[src/rtl/keypad_event_ctrl.sv]
// Keypad event sequencer: press/repeat/release events queued in a FWFT FIFO.
// Define KEYPAD_REPEAT_EN to build the auto-repeat state and timer.
module keypad_event_ctrl #(
    parameter int unsigned REPEAT_DELAY  = 25_000_000,
    parameter int unsigned REPEAT_PERIOD = 10_000_000,
    parameter int unsigned FIFO_DEPTH    = 4
) (
    input  logic       clk,
    input  logic       rst_n,
    input  logic [4:0] key_code,
    input  logic       key_ready,
    output logic       evt_valid,
    output logic [1:0] evt_kind,
    output logic [4:0] evt_code,
    input  logic       evt_ack,
    output logic       evt_overflow,
    output logic       busy
);

    localparam int unsigned AW = $clog2(FIFO_DEPTH);
    localparam logic [AW:0] PTR_ONE = (AW+1)'(1);

    localparam logic [1:0] K_PRESS   = 2'd0;
    localparam logic [1:0] K_RELEASE = 2'd2;

`ifdef KEYPAD_REPEAT_EN
    localparam logic [1:0] K_REPEAT = 2'd1;
    localparam int unsigned DMAX =
        (REPEAT_DELAY > REPEAT_PERIOD) ? REPEAT_DELAY : REPEAT_PERIOD;
    localparam int unsigned TW = $clog2(DMAX) + 1;
    localparam logic [TW-1:0] DLY_RLD = TW'(REPEAT_DELAY - 1);
    localparam logic [TW-1:0] PER_RLD = TW'(REPEAT_PERIOD - 1);

    typedef enum logic [1:0] {
        IDLE   = 2'd0,
        HELD   = 2'd1,
        REPEAT = 2'd2
    } state_t;

    logic [TW-1:0] tmr_q, tmr_d;
`else
    typedef enum logic [1:0] {
        IDLE = 2'd0,
        HELD = 2'd1
    } state_t;
`endif

    state_t     state_q, state_d;
    logic [4:0] code_q, code_d;
    logic       push;
    logic [6:0] push_data;

    always_comb begin
        state_d   = state_q;
        code_d    = code_q;
        push      = 1'b0;
        push_data = 7'd0;
`ifdef KEYPAD_REPEAT_EN
        tmr_d     = tmr_q;
`endif
        unique case (state_q)
            IDLE: begin
                if (key_ready) begin
                    push      = 1'b1;
                    push_data = {K_PRESS, key_code};
                    code_d    = key_code;
                    state_d   = HELD;
`ifdef KEYPAD_REPEAT_EN
                    tmr_d     = DLY_RLD;
`endif
                end
            end
`ifdef KEYPAD_REPEAT_EN
            HELD, REPEAT: begin
`else
            HELD: begin
`endif
                // Release wins over a repeat expiring on the same edge
                if (!key_ready || key_code != code_q) begin
                    push      = 1'b1;
                    push_data = {K_RELEASE, code_q};
                    state_d   = IDLE;
                end
`ifdef KEYPAD_REPEAT_EN
                else if (tmr_q == '0) begin
                    push      = 1'b1;
                    push_data = {K_REPEAT, code_q};
                    tmr_d     = PER_RLD;
                    state_d   = REPEAT;
                end else begin
                    tmr_d = tmr_q - TW'(1);
                end
`endif
            end
            default: state_d = IDLE;
        endcase
    end

    always_ff @(posedge clk) begin
        if (!rst_n) begin
            state_q <= IDLE;
            code_q  <= 5'd0;
`ifdef KEYPAD_REPEAT_EN
            tmr_q   <= '0;
`endif
        end else begin
            state_q <= state_d;
            code_q  <= code_d;
`ifdef KEYPAD_REPEAT_EN
            tmr_q   <= tmr_d;
`endif
        end
    end

    logic [6:0]  mem_q [FIFO_DEPTH];
    logic [AW:0] wr_q, rd_q;
    logic        ovf_q;
    logic        empty, full, pop, wr_en;
    logic [6:0]  head;

    assign empty = (wr_q == rd_q);
    assign full  = (wr_q[AW] != rd_q[AW]) &&
                   (wr_q[AW-1:0] == rd_q[AW-1:0]);
    assign pop   = !empty && evt_ack;
    // On full, the slot being popped is the one written this edge
    assign wr_en = push && (!full || pop);
    assign head  = mem_q[rd_q[AW-1:0]];

    always_ff @(posedge clk) begin
        if (wr_en) begin
            mem_q[wr_q[AW-1:0]] <= push_data;
        end
    end

    always_ff @(posedge clk) begin
        if (!rst_n) begin
            wr_q  <= '0;
            rd_q  <= '0;
            ovf_q <= 1'b0;
        end else begin
            if (wr_en) begin
                wr_q <= wr_q + PTR_ONE;
            end
            if (pop) begin
                rd_q <= rd_q + PTR_ONE;
            end
            if (push && full && !pop) begin
                ovf_q <= 1'b1;
            end
        end
    end

    assign evt_valid    = !empty;
    assign evt_kind     = empty ? 2'd0 : head[6:5];
    assign evt_code     = empty ? 5'd0 : head[4:0];
    assign evt_overflow = ovf_q;
    assign busy         = (state_q != IDLE);

endmodule

[config.mk]
export PLATFORM = sky130hd
export DESIGN_NAME = keypad_event_ctrl
export DESIGN_NICKNAME = d
export VERILOG_FILES = /design/src/rtl/keypad_event_ctrl.sv
export SDC_FILE = /design/constraint.sdc
export NUM_CORES = 1
export LEC_CHECK = 0
export ABC_CLOCK_PERIOD_IN_PS = 2800
export BUFFER_PORTS_ARGS = -buffer_cell sky130_fd_sc_hd__clkbuf_2
export CORE_UTILIZATION = 55
export CTS_CLUSTER_DIAMETER = 200
export DETAILED_ROUTE_END_ITERATION = 7
export PLACE_DENSITY = 0.76
export SLEW_MARGIN = 25
export SYNTH_ARGS = -nofsm -noshare
export SYNTH_HDL_FRONTEND = slang
export SYNTH_SLANG_ARGS = --single-unit
[constraint.sdc]
create_clock -name clk -period 2.8 [get_ports clk]
set_input_delay 0.14 -clock clk [delete_from_list [all_inputs] [get_ports clk]]
set_output_delay 0.14 -clock clk [all_outputs]
set_load 0.1 [all_outputs]
# Yosys cells after proc, flatten, opt, wreduce, memory -nomap -nowiden
# Memories as Yosys holds them, arrays and structs flattened. A register that Yosys moved wholly into a read port is not among the register bits.
# Index checks and enable logic that the tools add are counted.
[totals]
n_memories = 1
word_cells = 45
mem_bits_ro = 0
output_inout_bits = 10
regBits = 14
latchBits = 0
mem_bits_rw = 28
in_bits = 9
[op_classes]
bitwise = 0
n_shift = 0
n_eq_ne = 7
n_div = 0
mul = 0
order_cmp = 0
add_sub_neg = 2
muxes = 15
reduce_logical = 15
[memory_table]
columns = ["memory", "depth", "word_bits", "rd", "rd_ports_with_merged_regs", "write_ports", "line", "source"]
rows = [
  ["mem_q", 4, 7, 1, 1, 1, "115", "logic [6:0] mem_q [FIFO_DEPTH];"],
]
[op_table]
columns = ["op", "n"]
rows = [
  ["$pmux 7 s2", 1],
  ["$mux 2", 5],
  ["$mux 5", 2],
  ["$mux 7", 1],
  ["$add 3x1->3 const B", 2],
  ["$logic_and 1x1->1", 5],
  ["$ne 5x5->1", 1],
  ["$logic_not 1->1", 4],
  ["$mux 1", 4],
  ["$ne 2x2->1 const B", 2],
  ["$pmux 2 s2", 1],
  ["$reduce_and 2->1", 2],
  ["$eq 3x3->1", 1],
  ["$eq 2x1->1 const B", 1],
  ["$eq 2x2->1", 1],
  ["$logic_not 2->1", 1],
  ["$logic_or 1x1->1", 2],
  ["$pmux 1 s2", 1],
  ["$reduce_bool 2->1", 1],
  ["$ne 1x1->1", 1],
]

# Depth between registers and ports, before layout
# Gate-level depths: netlist of run 1.
[logic_depth]
depth_word = 7
depth_mapped = 5
ltp_nobuf = 5

# Least setup slack after synthesis of run 1
# No wires, ideal clock.
[synth_timing]
path_kind = "flip-flop to output port"
from = "reg rd_q[2]"
to = "out evt_code[0]"
path_buffers = 0
slack_ns = 0.427
t_arrival_ns = 2.233
required_ns = 2.660
path_stages_with_launch = 4
cell_sequence = "dfxtp_1 xor2_1 nand3b_1 and2_1"
[synth_via]
elab_chain_cells = 2
[synth_lines]
columns = ["item", "line", "source"]
rows = [
  ["from (decl)", "116", "logic [AW:0] wr_q, rd_q;"],
  ["from (signal assigned)", "145", "rd_q <= rd_q + PTR_ONE;"],
  ["$eq 3x3->1", "121", "assign empty = (wr_q == rd_q);"],
  ["$mux 5", "155", "assign evt_code = empty ? 5'd0 : head[4:0];"],
  ["to (decl)", "14", "output logic [4:0] evt_code,"],
]
# No other way between the ends.

==> results.yml, run 1 <==
status:
  run_status: "completed"
critical_path:
  crit_required_ns: 2.66
  r2r_start: "code_q[3]$_SDFFE_PN0P_"
  critPathKind: "flop to primary output"
  cp.arrival_ns: 1.98
  rr_endpoint: "mem_q[2][4]$_DFFE_PP_"
  worst_r2r_path_depth: 5
  end_kind: "primary output"
  cp_max_fo: 6
  r2r_slack_ns: 0.87
  worstSetupStartpointType: "flop"
timing:
  setup-tns-final_ns: 0
  worstMarginPinSlew_ns: 0.8494
  finalMaxSlewViolations: 0
  finalSetupViolations: 0
  fin_worst_skew_ns: 0.01138
  post-route-min-period_ns: 2.123
  finalHoldViolations: 0
  hold-worst-slack_ns: 0.04853
  period_share: 0.7583
  max_freq_ghz: 0.4710
  slew_headroom: 0.4311
  rsz0062_at_grt: "no"
logic_synthesis:
  ys_warn_count: 0
  yosysTopAreaCell: "edfxtp_1"
  synth_edf_count: 24
  yosysMostFrequentCell: "nand2_1"
  ys_types: 26
  synthCells: 134
  synth_flop_cell: "edfxtp_1"
  synth_area_leaders: "edfxtp_1 42%, dfxtp_1 17%, mux4_2 7.9%"
  synth_common_cells: "26 x nand2_1, 24 x edfxtp_1, 15 x dfxtp_1, 13 x and2_1, 7 x xor2_1"
  synthArstFlopShare: 0
  syn_avg_cell_area_um2: 12.84
  netlist_area_um2: 1720
  synth_nets: 148
  yosysSeqAreaShare: 0.5935
  synth_top_area_share: 0.4189
  ys_seq_elements: 39
detailed_routing:
  drtIter0Drc: 40
  ant_nets: 0
  drt_pass1_iterations: 4
  drt-wirelength-per-cell_um: 14.66
  drc: 0
  vias: 1038
  via_per_inst: 5.551
  routed_wl_mm: 2.741
global_routing:
  grt_use_met2: 0.2775
  grt_util_met1: 0.2492
  grt_antenna_before_repair: 0
  grt_pass1_vias: 972
  top_usage_layer: "met2"
  grtUsageMet3: 0.06473
  grt_pass1_wl_mm: 4.443
  overflow: 0
  grt_max_degree: 17
  gr-usage-all-layers: 0.1875
power:
  ir_drop_mv: 0.4316
  p_per_area_nw_per_um2: 930.6
  leakagePower_nw: 0.7581
clock_network:
  cts_made_buffers: 5
  root_buffer: "clkbuf_4"
  clk_path_buf_depth: 2
  cts_setup_buffers: 0
  hold_buffers: 0
  clock_latency_ns: 0.34
  postCtsResizedCells: 0
  cts_tree: "built"
  htreeDepth: 2
  cts_sinks: 39
  path_clk_slew_ns: 0.11
run:
  maxCapViolCount: 0
worst_hold_path:
  hold_path_class: "primary input to flop"
  min_from: "key_ready"
  min_to: "state_q[0]$_SDFFE_PN0P_"
  whs_path_depth: 3
floorplanning:
  chipWidth_um: 57.93
  ioPinCount: 19
  die_area_um2: 3356
  die_height_um: 57.93
  core_um2: 2853
  rows: 19
  initial_core_util: 0.6031
placement:
  dp_hpwl_mm: 2.032
  gp_congestion: 0.7232
  port_buffers: 17
final_layout:
  final_util: 0.6763
  area_growth_pct: 12.15
  antenna_cells: 0
  drive_above_1_share: 0.2179
  layout.nets: 169
==> sequential cells by signal (all words and copies together) (netlist names), named ones only <==
register / flops
evt_overflow: 1
wr_q: 3
mem_q: 24
state_q: 1
code_q: 5
rd_q: 3
==> layout by cell type (no fill, tap or decap), types with 3 or more instances in the layout <==
| master | synthesis | routed |
|---|---|---|
| ha_1 | 5 | 5 |
| xnor2_1 | 4 | 4 |
| clkbuf_4 | 0 | 5 |
| nor2b_1 | 4 | 4 |
| edfxtp_1 | 24 | 24 |
| nand2_1 | 26 | 26 |
| mux4_2 | 6 | 6 |
| clkbuf_2 | 0 | 17 |
| dfxtp_1 | 15 | 15 |
| a21oi_1 | 3 | 3 |
| a21boi_0 | 5 | 5 |
| xor2_1 | 7 | 7 |
| nor2_1 | 3 | 3 |
| and2_1 | 13 | 13 |
| inv_1 | 3 | 3 |
==> logic make-up (layout without fill, tap and decap cells) <==
kind of cell | Yosys count | after routing | share of synthesized area
and+or+nand+nor | 53 | 53 | 0.1600
adders and majority gates | 5 | 5 | 0.03636
buffers and inverters | 6 | 28 | 0.01600
muxes | 7 | 7 | 0.08436
DFF | 39 | 39 | 0.5935
AOI/OAI and AO/OA | 12 | 12 | 0.05164
xor gates and xnor gates | 11 | 11 | 0.05600
other | 1 | 1 | 0.002180
==> critical path: stages (launching register included) <==
cell	delay, ns
dfxtp_1	0.57
mux4_2	0.55
and2_1	0.17
clkbuf_2	0.36
==> per-stage QoR <==
stage	setup slack (ns)	instances	power, mW	cell area (um^2)
floorplan	0.4270	134	1.266	1720
global placement	1.037	179	1.348	1828
detailed placement	0.9338	179	1.357	1828
CTS	0.6200	187	1.814	1929
global route	0.5312	187	1.867	1929
finish	0.6767	187	1.795	1929
==> report_power, final <==
group          switching (mW)  total (mW)  leakage [nW]  internal [mW]
combinational           0.479       0.630         0.356          0.151
sequential             0.0459       0.712         0.349          0.666
clock                   0.175       0.454        0.0525          0.279
total                   0.700        1.80         0.758           1.10
==> how the worst max path moves through the flow <==
| stage | start | end | slack (ns) | cells past startpoint |
|---|---|---|---|---|
| floorplan | rd_q[2]$_SDFFE_PN0N_ | evt_code[0] | 0.43 | 3 |
| global placement | code_q[3]$_SDFFE_PN0P_ | mem_q[2][4]$_DFFE_PP_ | 1.04 | 4 |
| detailed placement | code_q[3]$_SDFFE_PN0P_ | mem_q[2][4]$_DFFE_PP_ | 0.93 | 5 |
| CTS | flop | evt_code[4] | 0.62 | 3 |
| global route | flop | evt_code[1] | 0.53 | 3 |
| finish | flop | evt_code[4] | 0.68 | 3 |
==> per-layer routing <==
layer / vias up / part of all wire
met5: - / 0
met4: 0 / 0.023
met3: 7 / 0.051
met2: 26 / 0.47
met1: 498 / 0.46
li1: 507 / -
==> layout make-up <==
cell class | instances | area (um^2)
clock buffer | 6 | 41.29
timing repair buffer | 17 | 85.08
sequential | 39 | 1021
clock inverter | 2 | 60.06
inverter | 3 | 11.26
multi-input combinational | 89 | 671.9
fill | 207 | 923.4
tap | 31 | 38.79
No activity file was read; power rests on OpenSTA's default activity.
==> run 2, diff against run 1 <==
ABC_CLOCK_PERIOD_IN_PS = 1840   (was 2800)
CORE_UTILIZATION = 51   (was 55)
PLACE_DENSITY = 0.74   (was 0.76)
clock period = 1.84 ns   (was 2.8 ns; I/O delays follow)
==> results.yml, run 2 (synthesis gave the netlist of run 1 again) <==
status:
  run_status: "completed"
clock_network:
  root_buffer: "clkbuf_4"
  cts_made_buffers: 5
  clock_latency_ns: 0.35
  cts_tree: "built"
  htreeDepth: 2
  cts_sinks: 39
  path_clk_slew_ns: 0.10
  clk_path_buf_depth: 2
critical_path:
  cp_max_fo: 6
  critPathSlowestCell: "mux4_2"
  crit_cells: 3
  cp.arrival_ns: 1.66
  rr_endpoint: "mem_q[2][3]$_DFFE_PP_"
  end_kind: "primary output"
  r2r_start: "code_q[3]$_SDFFE_PN0P_"
  r2r_slack_ns: 0.13
  worst-path-buf-inv: 1
  max_stage_delay_ns: 0.53
  critPathKind: "flop to primary output"
  crit_end: "evt_code[4]"
  cp_top_family: "multiplexers"
  crit_required_ns: 1.75
  worst_r2r_path_depth: 4
  worstPathCellList: "mux4_2 > and2_4 > buf_12"
  worstSetupStartpointType: "flop"
final_layout:
  drive_above_1_share: 0.3208
  final_common_cell: "nand2_1"
  final_cell_mix: "26 x nand2_1, 24 x edfxtp_1, 11 x dfxtp_1"
  largest_reg_flops: 24
  layout.nets: 172
  area_growth_pct: 20.73
  stdcell_count: 203
  antenna_cells: 0
timing:
  worstMarginPinSlew_ns: 0.5385
  max_freq_ghz: 0.5704
  setup-tns-final_ns: 0
  hold-worst-slack_ns: 0.02103
  period_share: 0.9528
  setup_ws_ns: 0.08693
  finalHoldViolations: 0
  finalSetupViolations: 0
  rsz0062_at_grt: "yes"
  post-route-min-period_ns: 1.753
  slew_headroom: 0.6425
  finalMaxSlewViolations: 0
  fin_worst_skew_ns: 0.01435
power:
  leakagePower_nw: 0.8066
  ir_drop_mv: 0.6944
  p_per_area_nw_per_um2: 1394
global_routing:
  grt_util_met1: 0.2187
  grt_use_met2: 0.3349
  gr-usage-all-layers: 0.1939
  grt_pass1_wl_mm: 4.747
  overflow: 0
  grt_pass1_vias: 1034
  grt_max_degree: 17
  grtUsageMet3: 0.06494
  grt_antenna_before_repair: 0
  top_usage_layer: "met2"
floorplanning:
  rows: 20
  core_um2: 3128
  initial_core_util: 0.5500
  die_area_um2: 3610
  chipWidth_um: 60.08
  ioPinCount: 19
  die_height_um: 60.08
worst_hold_path:
  hold_path_class: "primary input to flop"
  whs_path_depth: 3
detailed_routing:
  drtIter0Drc: 35
  ant_nets: 0
  drt-wirelength-per-cell_um: 14.16
  vias: 1036
  via_per_inst: 5.103
  drt_pass1_iterations: 4
  routed_wl_mm: 2.875
  drc: 0
run:
  maxCapViolCount: 0
placement:
  gp_congestion: 0.7797
  numPlacedInstances: 193
  port_buffers: 17
  pre_cts_ws_ns: 0.03416
  dp_hpwl_mm: 2.212
==> run 2: changes by cell type in the layout (fill, tap and decap cells not counted), moves of 4 or more <==
cell | before | now
dfxtp_1 | 15 | 11
dfxtp_2 | 0 | 4
buf_12 | 0 | 6
and2_1 | 13 | 3
clkbuf_2 | 17 | 10
and2_4 | 0 | 7
==> run 2: final cells by class <==
cell class | instances | area, um^2
clock buffers | 5 | 37.54
flip-flops and latches | 39 | 1026
clock inverters | 3 | 38.79
repair buffers | 20 | 202.7
well taps | 44 | 55.05
multi-input cells | 89 | 705.7
inverters | 3 | 11.26
fillers | 237 | 1051
==> run 2: worst min path at each step <==
| stage | from | to | slack, ns |
|---|---|---|---|
| floorplan | key_ready | state_q[0]$_SDFFE_PN0P_ | 0.20 |
| global placement | key_ready | state_q[0]$_SDFFE_PN0P_ | 0.35 |
| detailed placement | key_ready | state_q[0]$_SDFFE_PN0P_ | 0.36 |
| CTS | key_code[4] | code_q[4]$_SDFFE_PN0P_ | 0.02 |
| global route | key_code[4] | code_q[4]$_SDFFE_PN0P_ | 0.01 |
| finish | key_code[4] | code_q[4]$_SDFFE_PN0P_ | 0.02 |
==> run 2: per-layer routing <==
layer,part of all wire,wire [um]
met5,0,0
met4,0.019,55
met3,0.039,112
met2,0.51,1456
met1,0.43,1250
==> run 2: tightest hold or removal path, delay by kind of cell <==
family	cells	cell delay, ns
AO/OA/AOI/OAI	1	0.07
buffers and inverters	1	0.10
AND/OR/NAND/NOR	1	0.07
==> run 2: metrics by stage <==
step	util	area, um^2	total power [mW]
after global routing	0.6640	2077	3.011
after floorplan	-	1739	1.986
after CTS	0.6556	2051	2.888
after detailed placement	0.6276	1963	2.347
final	0.6640	2077	2.896
after global placement	0.6276	1963	2.330
==> run 2: repair_timing <==
| item | in CTS | in global routing |
|---|---|---|
| resized for setup | 1 | 7 |
| setup buffers | 0 | 1 |
| setup endpoints to repair | 6 | 36 |
| endpoints found under the hold margin | 1 | 0 |
| hold buffers | 1 | 0 |
==> run 2: where the power goes <==
part	switching [mW]	internal, mW	leakage (nW)
clock network	0.265	0.279	0.0426
logic	0.775	0.487	0.413
registers	0.0729	1.02	0.351
total	1.11	1.78	0.807
